## src/rtl/mem_store_ctrl.sv

```systemverilog
// Store path: captures a store, formats byte lanes/enables, runs a req/ack write to data memory.
// Latency: mem_req rises the edge after store_req; store_done pulses the cycle after the accepting mem_ack.
// Backpressure: holds the bus request until mem_ack or ACK_TIMEOUT cycles elapse; store_req while busy is dropped.
module mem_store_ctrl #(
    parameter int unsigned ACK_TIMEOUT = 16
) (
    input  logic        clk,
    input  logic        rst,
    input  logic        store_req,
    input  logic [2:0]  store_funct3,
    input  logic [31:0] store_addr,
    input  logic [31:0] store_data,
    output logic        busy,
    output logic        store_done,
    output logic        store_err,
    output logic        mem_req,
    output logic        mem_we,
    output logic [31:0] mem_addr,
    output logic [31:0] mem_wdata,
    output logic [3:0]  mem_be,
    input  logic        mem_ack
);

    typedef enum logic [1:0] {
        IDLE = 2'd0,
        BUS  = 2'd1,
        DONE = 2'd2,
        ERR  = 2'd3
    } state_t;

    localparam logic [7:0] CNT_LAST = 8'(ACK_TIMEOUT - 1);

    state_t      state;
    state_t      state_nxt;
    logic [7:0]  cnt;
    logic [31:0] lane_wdata;
    logic [3:0]  lane_be;
    logic        lane_ok;
    logic        accept;

    // Byte-lane formatting and alignment check for the incoming request
    always_comb begin
        lane_wdata = store_data;
        lane_be    = 4'b0000;
        lane_ok    = 1'b0;
        case (store_funct3)
            3'b000: begin
                lane_wdata = {4{store_data[7:0]}};
                lane_be    = 4'b0001 << store_addr[1:0];
                lane_ok    = 1'b1;
            end
            3'b001: begin
                lane_wdata = {2{store_data[15:0]}};
                lane_be    = store_addr[1] ? 4'b1100 : 4'b0011;
                lane_ok    = ~store_addr[0];
            end
            3'b010: begin
                lane_wdata = store_data;
                lane_be    = 4'b1111;
                lane_ok    = (store_addr[1:0] == 2'b00);
            end
            default: begin
                lane_ok    = 1'b0;
            end
        endcase
    end

    assign accept = (state == IDLE) && store_req;

    // Next-state logic; an ack on the timeout edge still counts as success
    always_comb begin
        state_nxt = state;
        case (state)
            IDLE: begin
                if (store_req) begin
                    state_nxt = lane_ok ? BUS : ERR;
                end
            end
            BUS: begin
                if (mem_ack) begin
                    state_nxt = DONE;
                end else if (cnt == CNT_LAST) begin
                    state_nxt = ERR;
                end
            end
            DONE:    state_nxt = IDLE;
            ERR:     state_nxt = IDLE;
            default: state_nxt = IDLE;
        endcase
    end

    // State register
    always_ff @(posedge clk) begin
        if (!rst) begin
            state <= IDLE;
        end else begin
            state <= state_nxt;
        end
    end

    // Wait counter: zero on BUS entry, counts every BUS cycle
    always_ff @(posedge clk) begin
        if (!rst) begin
            cnt <= 8'd0;
        end else if (state == BUS) begin
            cnt <= cnt + 8'd1;
        end else begin
            cnt <= 8'd0;
        end
    end

    // Registered outputs decoded from the next state; bus fields load only on a legal capture
    always_ff @(posedge clk) begin
        if (!rst) begin
            busy       <= 1'b0;
            store_done <= 1'b0;
            store_err  <= 1'b0;
            mem_req    <= 1'b0;
            mem_we     <= 1'b0;
            mem_addr   <= 32'd0;
            mem_wdata  <= 32'd0;
            mem_be     <= 4'd0;
        end else begin
            busy       <= (state_nxt != IDLE);
            store_done <= (state_nxt == DONE) || (state_nxt == ERR);
            store_err  <= (state_nxt == ERR);
            mem_req    <= (state_nxt == BUS);
            mem_we     <= (state_nxt == BUS);
            if (accept && lane_ok) begin
                mem_addr  <= {store_addr[31:2], 2'b00};
                mem_wdata <= lane_wdata;
                mem_be    <= lane_be;
            end
        end
    end

endmodule

```

## config.mk

```make
export PLATFORM = sky130hd
export DESIGN_NAME = mem_store_ctrl
export DESIGN_NICKNAME = d
export VERILOG_FILES = /design/src/rtl/mem_store_ctrl.sv
export SDC_FILE = /design/constraint.sdc
export NUM_CORES = 1
export LEC_CHECK = 0
export ABC_AREA = 1
export BUFFER_PORTS_ARGS = -buffer_cell sky130_fd_sc_hd__buf_2
export CORE_AREA = 2 2 63 125
export DETAILED_ROUTE_END_ITERATION = 8
export DIE_AREA = 0 0 65 127
export PLACE_DENSITY_LB_ADDON = 0.05
export SYNTH_ARGS = -nofsm -noshare
export SYNTH_HDL_FRONTEND = slang
export SYNTH_SLANG_ARGS = --single-unit
```

## constraint.sdc

```tcl
create_clock -name clk -period 2.13 [get_ports clk]
set_input_delay 0.1065 -clock clk [delete_from_list [all_inputs] [get_ports clk]]
set_output_delay 0.1065 -clock clk [all_outputs]
set_load 0.01 [all_outputs]
```

### Word level (Yosys, flattened, before mapping)

Cells that the tools add are included.

* reduce and logical (&&, ||, !) cells: 9
* shifts and indexed selects: 1
* mux-type cells: 9
* add/sub/neg operators: 1
* bitwise gates (word level): 1
* eq/ne operators: 9

Operators by type and width (count)
* one-hot mux 32 bit (2 select lines): 1
* one-hot mux 4 bit (3 select lines): 1
* adder 8 x 1 -> 8 bit (second input constant): 1
* == test 2 bit (second input constant): 4
* == test 8 x 4 -> 1 bit (second input constant): 1
* two-way mux 2 bit: 4
* one-hot mux 2 bit (3 select lines): 1
* == test 2 x 1 -> 1 bit (second input constant): 2
* zero test 2 bit: 2
* two-way mux 4 bit: 1
* left shift 1 x 2 -> 4 bit (first input constant): 1
* == test 3 x 1 -> 1 bit (second input constant): 1
* == test 3 x 2 -> 1 bit (second input constant): 1
* zero test 3 bit: 1
* one-hot mux 1 bit (3 select lines): 1
* logical AND 1 bit: 2
* AND reduction 2 bit: 1
* nonzero test 2 bit: 1
* OR reduction 2 bit: 1
* logical OR 1 bit: 1
* inverter 1 bit: 1

* bits in registers: 80
* input bits: 71
* word-level logic and storage cells: 39
* output and inout bits: 73

### Longest topological paths before layout

* depth in word-level cells: 7
* gate-level depth with buffers: 9
* mapped depth without buffers: 9

### Worst setup path before layout

No wires, ideal clock.

* kind: register -> register
* from: reg state[1]
* to: reg mem_wdata[20]
* setup slack: 817 ps
* clock period less this slack: 1313 ps
* library setup time: 115 ps
* data required time: 2015 ps
* buffers on the path: 2
* cell stages (with the launch flop): 9
* arrival: 1198 ps
* cells stage by stage: dfxtp_1 -> inv_1 -> nand2_1 -> nor2_2 -> buf_4 -> clkbuf_1 -> nand3_1 -> nand2_1 -> nor2_1

* word-level cells in the longest chain between the ends: 3

Ends and longest elaborated chain
* start, declared: RTL line 33 `state_t state;`
* start signal, assigned: RTL line 97 `state <= state_nxt;`
* zero test 2 bit: RTL line 68 `assign accept = (state == IDLE) && store_req;`
* logical AND 1 bit: RTL line 68
* logical AND 1 bit: RTL line 129 `if (accept && lane_ok) begin`
* end signal, assigned: RTL line 131 `mem_wdata <= lane_wdata;`
* end, declared: RTL line 19 `output logic [31:0] mem_wdata,`

No other way between the ends.
A chain may end at the register's enable or synchronous reset.

### Worst setup path in the final report

* from: reg cnt[0]
* to: reg busy

* word-level cells in the longest chain between the ends: 5

Ends and longest elaborated chain
* start, declared: RTL line 35 `logic [7:0] cnt;`
* start signal, assigned: RTL line 106 `cnt <= cnt + 8'd1;`
* == test 8 x 4 -> 1 bit: RTL line 82 `end else if (cnt == CNT_LAST) begin`
* two-way mux 2 bit: RTL line 82
* two-way mux 2 bit: RTL line 80 `if (mem_ack) begin`
* one-hot mux 2 bit (3 select lines): RTL line 73 `case (state)`
* nonzero test 2 bit: RTL line 124 `busy <= (state_nxt != IDLE);`
* end signal, assigned: RTL line 124
* end, declared: RTL line 13 `output logic busy,`

No other way between the ends.

==> metrics.yaml <==
outcome: "complete, no violations"
port_buffers: 141
finalCritPeriodShare_pct: 62.5
tritoncts: "built"
clkLatencyLatePin_ns: 0.33
dp_hpwl_um: 6550
ys_ff_latch: 79
slowest_stage: "dfxtp_1"
cp_max_fo: 4
firstDrtPassIters: 4
setup_viol: 0
timing.hold.ws_ns: 0.0792
wl_per_cell_um: 12.0
cts_num_sinks: 79
initial_core_util_pct: 52.2
cts.root.buffer_cell: "clkbuf_16"
fp.dieH_um: 127
drv_cap: 0
clk_pin_slew_ns: 0.06
crit_chain: "ha_1, nand3_1, nor2_1, nand2_1, nand2_1, nand2_1, nand2_1, nand2_1, nand2_1"
startpoint_type: "register"
overflow: 0
seq_area_frac_synth_pct: 42.0
drtIter0Drc: 237
internal-power_uw: 2780
route.detailed.drc: 0
core_area_um2: 7210
p_clk_share_pct: 42.1
syn_to_final_growth_pct: 26.5
ctsResizeCount: 0
crit_required_ns: 2.40
rsz0062_at_grt: "no"
grt_pass1_vias: 3487
drive_gt1_share_pct: 24.9
num_rows: 44
avgSynthCellArea_um2: 6.78
antenna_found_initial: 0
finalMaxSlewViolations: 0
fin_crit_ns: 1.33
vias: 3784
cts_made_buffers: 9
synth.cell_area_um2: 3760
setup_tns_ns: 0
fp.dieW_um: 65
fin_skew_ns: 0.00498
pwr-share-seq_pct: 42.8
die-area_um2: 8260
cp_common_cell: "nand2_1"
cp_num_buf_inv: 0
max_clock_freq_ghz: 0.751
power_density_nw_per_um2: 780
track_usage_pct: 22.7
ios: 144
arrival_ns: 1.60
hold_class: "in -> reg"
end_kind: "register"
synth_cell_types: 23
clockBufferDepth: 2
grt_max_degree: 93
hold_buffers: 0
cp_top_family: "simple AND/OR/NAND/NOR gates"
syn_inst: 555
p_total_uw: 3710
drt-total-wl_um: 9280
hold_viol: 0
viasPerCell: 4.90
p_sw_uw: 930
leakagePower_uw: 0.00248
final_util_pct: 66.0
post_cts_buffers: 0
synth_warnings: 0
insertedDiodeCount: 0
critical_path.max_stage_delay_ns: 0.35
p_sw_share_pct: 25.1
fin_nets: 747
finalNonFillerCells: 772
place_congestion: 0.844
grt_pass1_wl_um: 14900
ant_nets: 0
vdd_drop_max_uv: 512
pwr-share-comb_pct: 15.0
h-tree-depth: 3
critPathKind: "reg -> reg"
dp.cells: 756
## kinds of logic (layout without fill, tap and decap cells)
logic type	after synthesis	in the layout	share of synthesized area, %
AOI/OAI and AO/OA	72	72	9.75
xor gates and xnor gates	1	1	0.233
adders and majority gates	1	1	0.333
buffers and inverters	85	209	10.8
DFF	79	79	42.0
other	1	2	0.0997
and+or+nand+nor	316	316	36.8
## metrics by stage
step	setup slack, ns	instance area, µm²
finish	0.799	4760
global route	0.594	4760
CTS	0.796	4760
detailed placement	0.559	4450
global placement	0.635	4450
floorplan	0.817	3760
## cells in the final DEF (no fill, tap or decap)
master      synthesis  final
buf_4              10      3
nor2_1            105    105
clkbuf_16           0      9
dfxtp_1            79     79
buf_2               7    141
a31oi_1             1      1
nand2_1           139    138
clkbuf_1           14      2
clkbuf_8            0      3
o22ai_1             1      1
nand3_1            25     25
inv_2               1      1
nand4_1             5      5
buf_12              0      3
a21oi_1            59     59
clkinvlp_4          0      1
inv_1              44     44
o21ai_0            10     10
o21ai_2             1      1
nor2_2              4      3
xnor2_1             1      1
nand2_2             0      1
conb_1              1      2
nor2_4              0      1
nand3b_1           38     38
bufinv_16           0      1
ha_1                1      1
inv_4               1      1
## flip-flops by register name (all words and copies together), names as in the netlist
signal and count:
busy 1, cnt 8, mem_addr 30, mem_be 4, mem_wdata 32, mem_we 1
state 2, store_err 1
## power groups by stage
| stage | logic (µW) | clock network (µW) | registers, µW |
|---|---|---|---|
| global placement | 552 | 0 | 1620 |
| finish | 558 | 1560 | 1590 |
| global route | 632 | 1660 | 1600 |
| floorplan | 335 | 0 | 1650 |
| detailed placement | 561 | 0 | 1620 |
| CTS | 564 | 1610 | 1590 |
## routing by layer
metal,up-vias,track usage [%],wire length [µm]
met3,23,6.25,587
met2,128,39.5,4770
met5,-,0,0
met4,0,11.8,314
met1,1651,24.6,3600
li1,1982,-,-
## worst min-delay path, stage by stage
cell and delay [ns]:
buf_2 0.07, nand3b_1 0.09, nand2_1 0.04, nor2_1 0.07
## final timing paths
path | startpoint | to | slack [ns] | cells after the start
worst max-delay path | cnt[0] | busy | 0.80 | 9
worst min register to register | cnt[0] | cnt[0] | 0.45 | 1
worst max register to register | cnt[0] | busy | 0.80 | 9
worst min-delay path | store_addr[6] | mem_addr[6] | 0.08 | 4
## Yosys cell counts
| library cell | n | share of area (%) |
|---|---|---|
| nand4_1 | 5 | 0.83 |
| nand3_1 | 25 | 3.3 |
| o21ai_2 | 1 | 0.23 |
| inv_1 | 44 | 4.4 |
| a21oi_1 | 59 | 7.9 |
| buf_1 | 3 | 0.30 |
| a31oi_1 | 1 | 0.17 |
| conb_1 | 1 | 0.10 |
| clkbuf_1 | 14 | 1.4 |
| buf_2 | 7 | 0.93 |
| ha_1 | 1 | 0.33 |
| nor2_2 | 4 | 0.67 |
| nand3b_1 | 38 | 7.6 |
| inv_4 | 1 | 0.17 |
| nand2_1 | 139 | 14 |
| xnor2_1 | 1 | 0.23 |
| buf_6 | 5 | 1.5 |
| nor2_1 | 105 | 10 |
| dfxtp_1 | 79 | 42 |
| buf_4 | 10 | 2.0 |
| o22ai_1 | 1 | 0.17 |
| o21ai_0 | 10 | 1.3 |
| inv_2 | 1 | 0.10 |
## cell type report
cell class,instances,area (µm²)
Clock buffer,14,274
Clock inverter,2,37.5
Tap cell,92,115
Fill cell,684,2450
Sequential cell,79,1580
Inverter,46,175
Multi-Input combinational cell,392,1790
Timing Repair Buffer,147,788
Note: power is estimated with default switching activity, not from simulation.
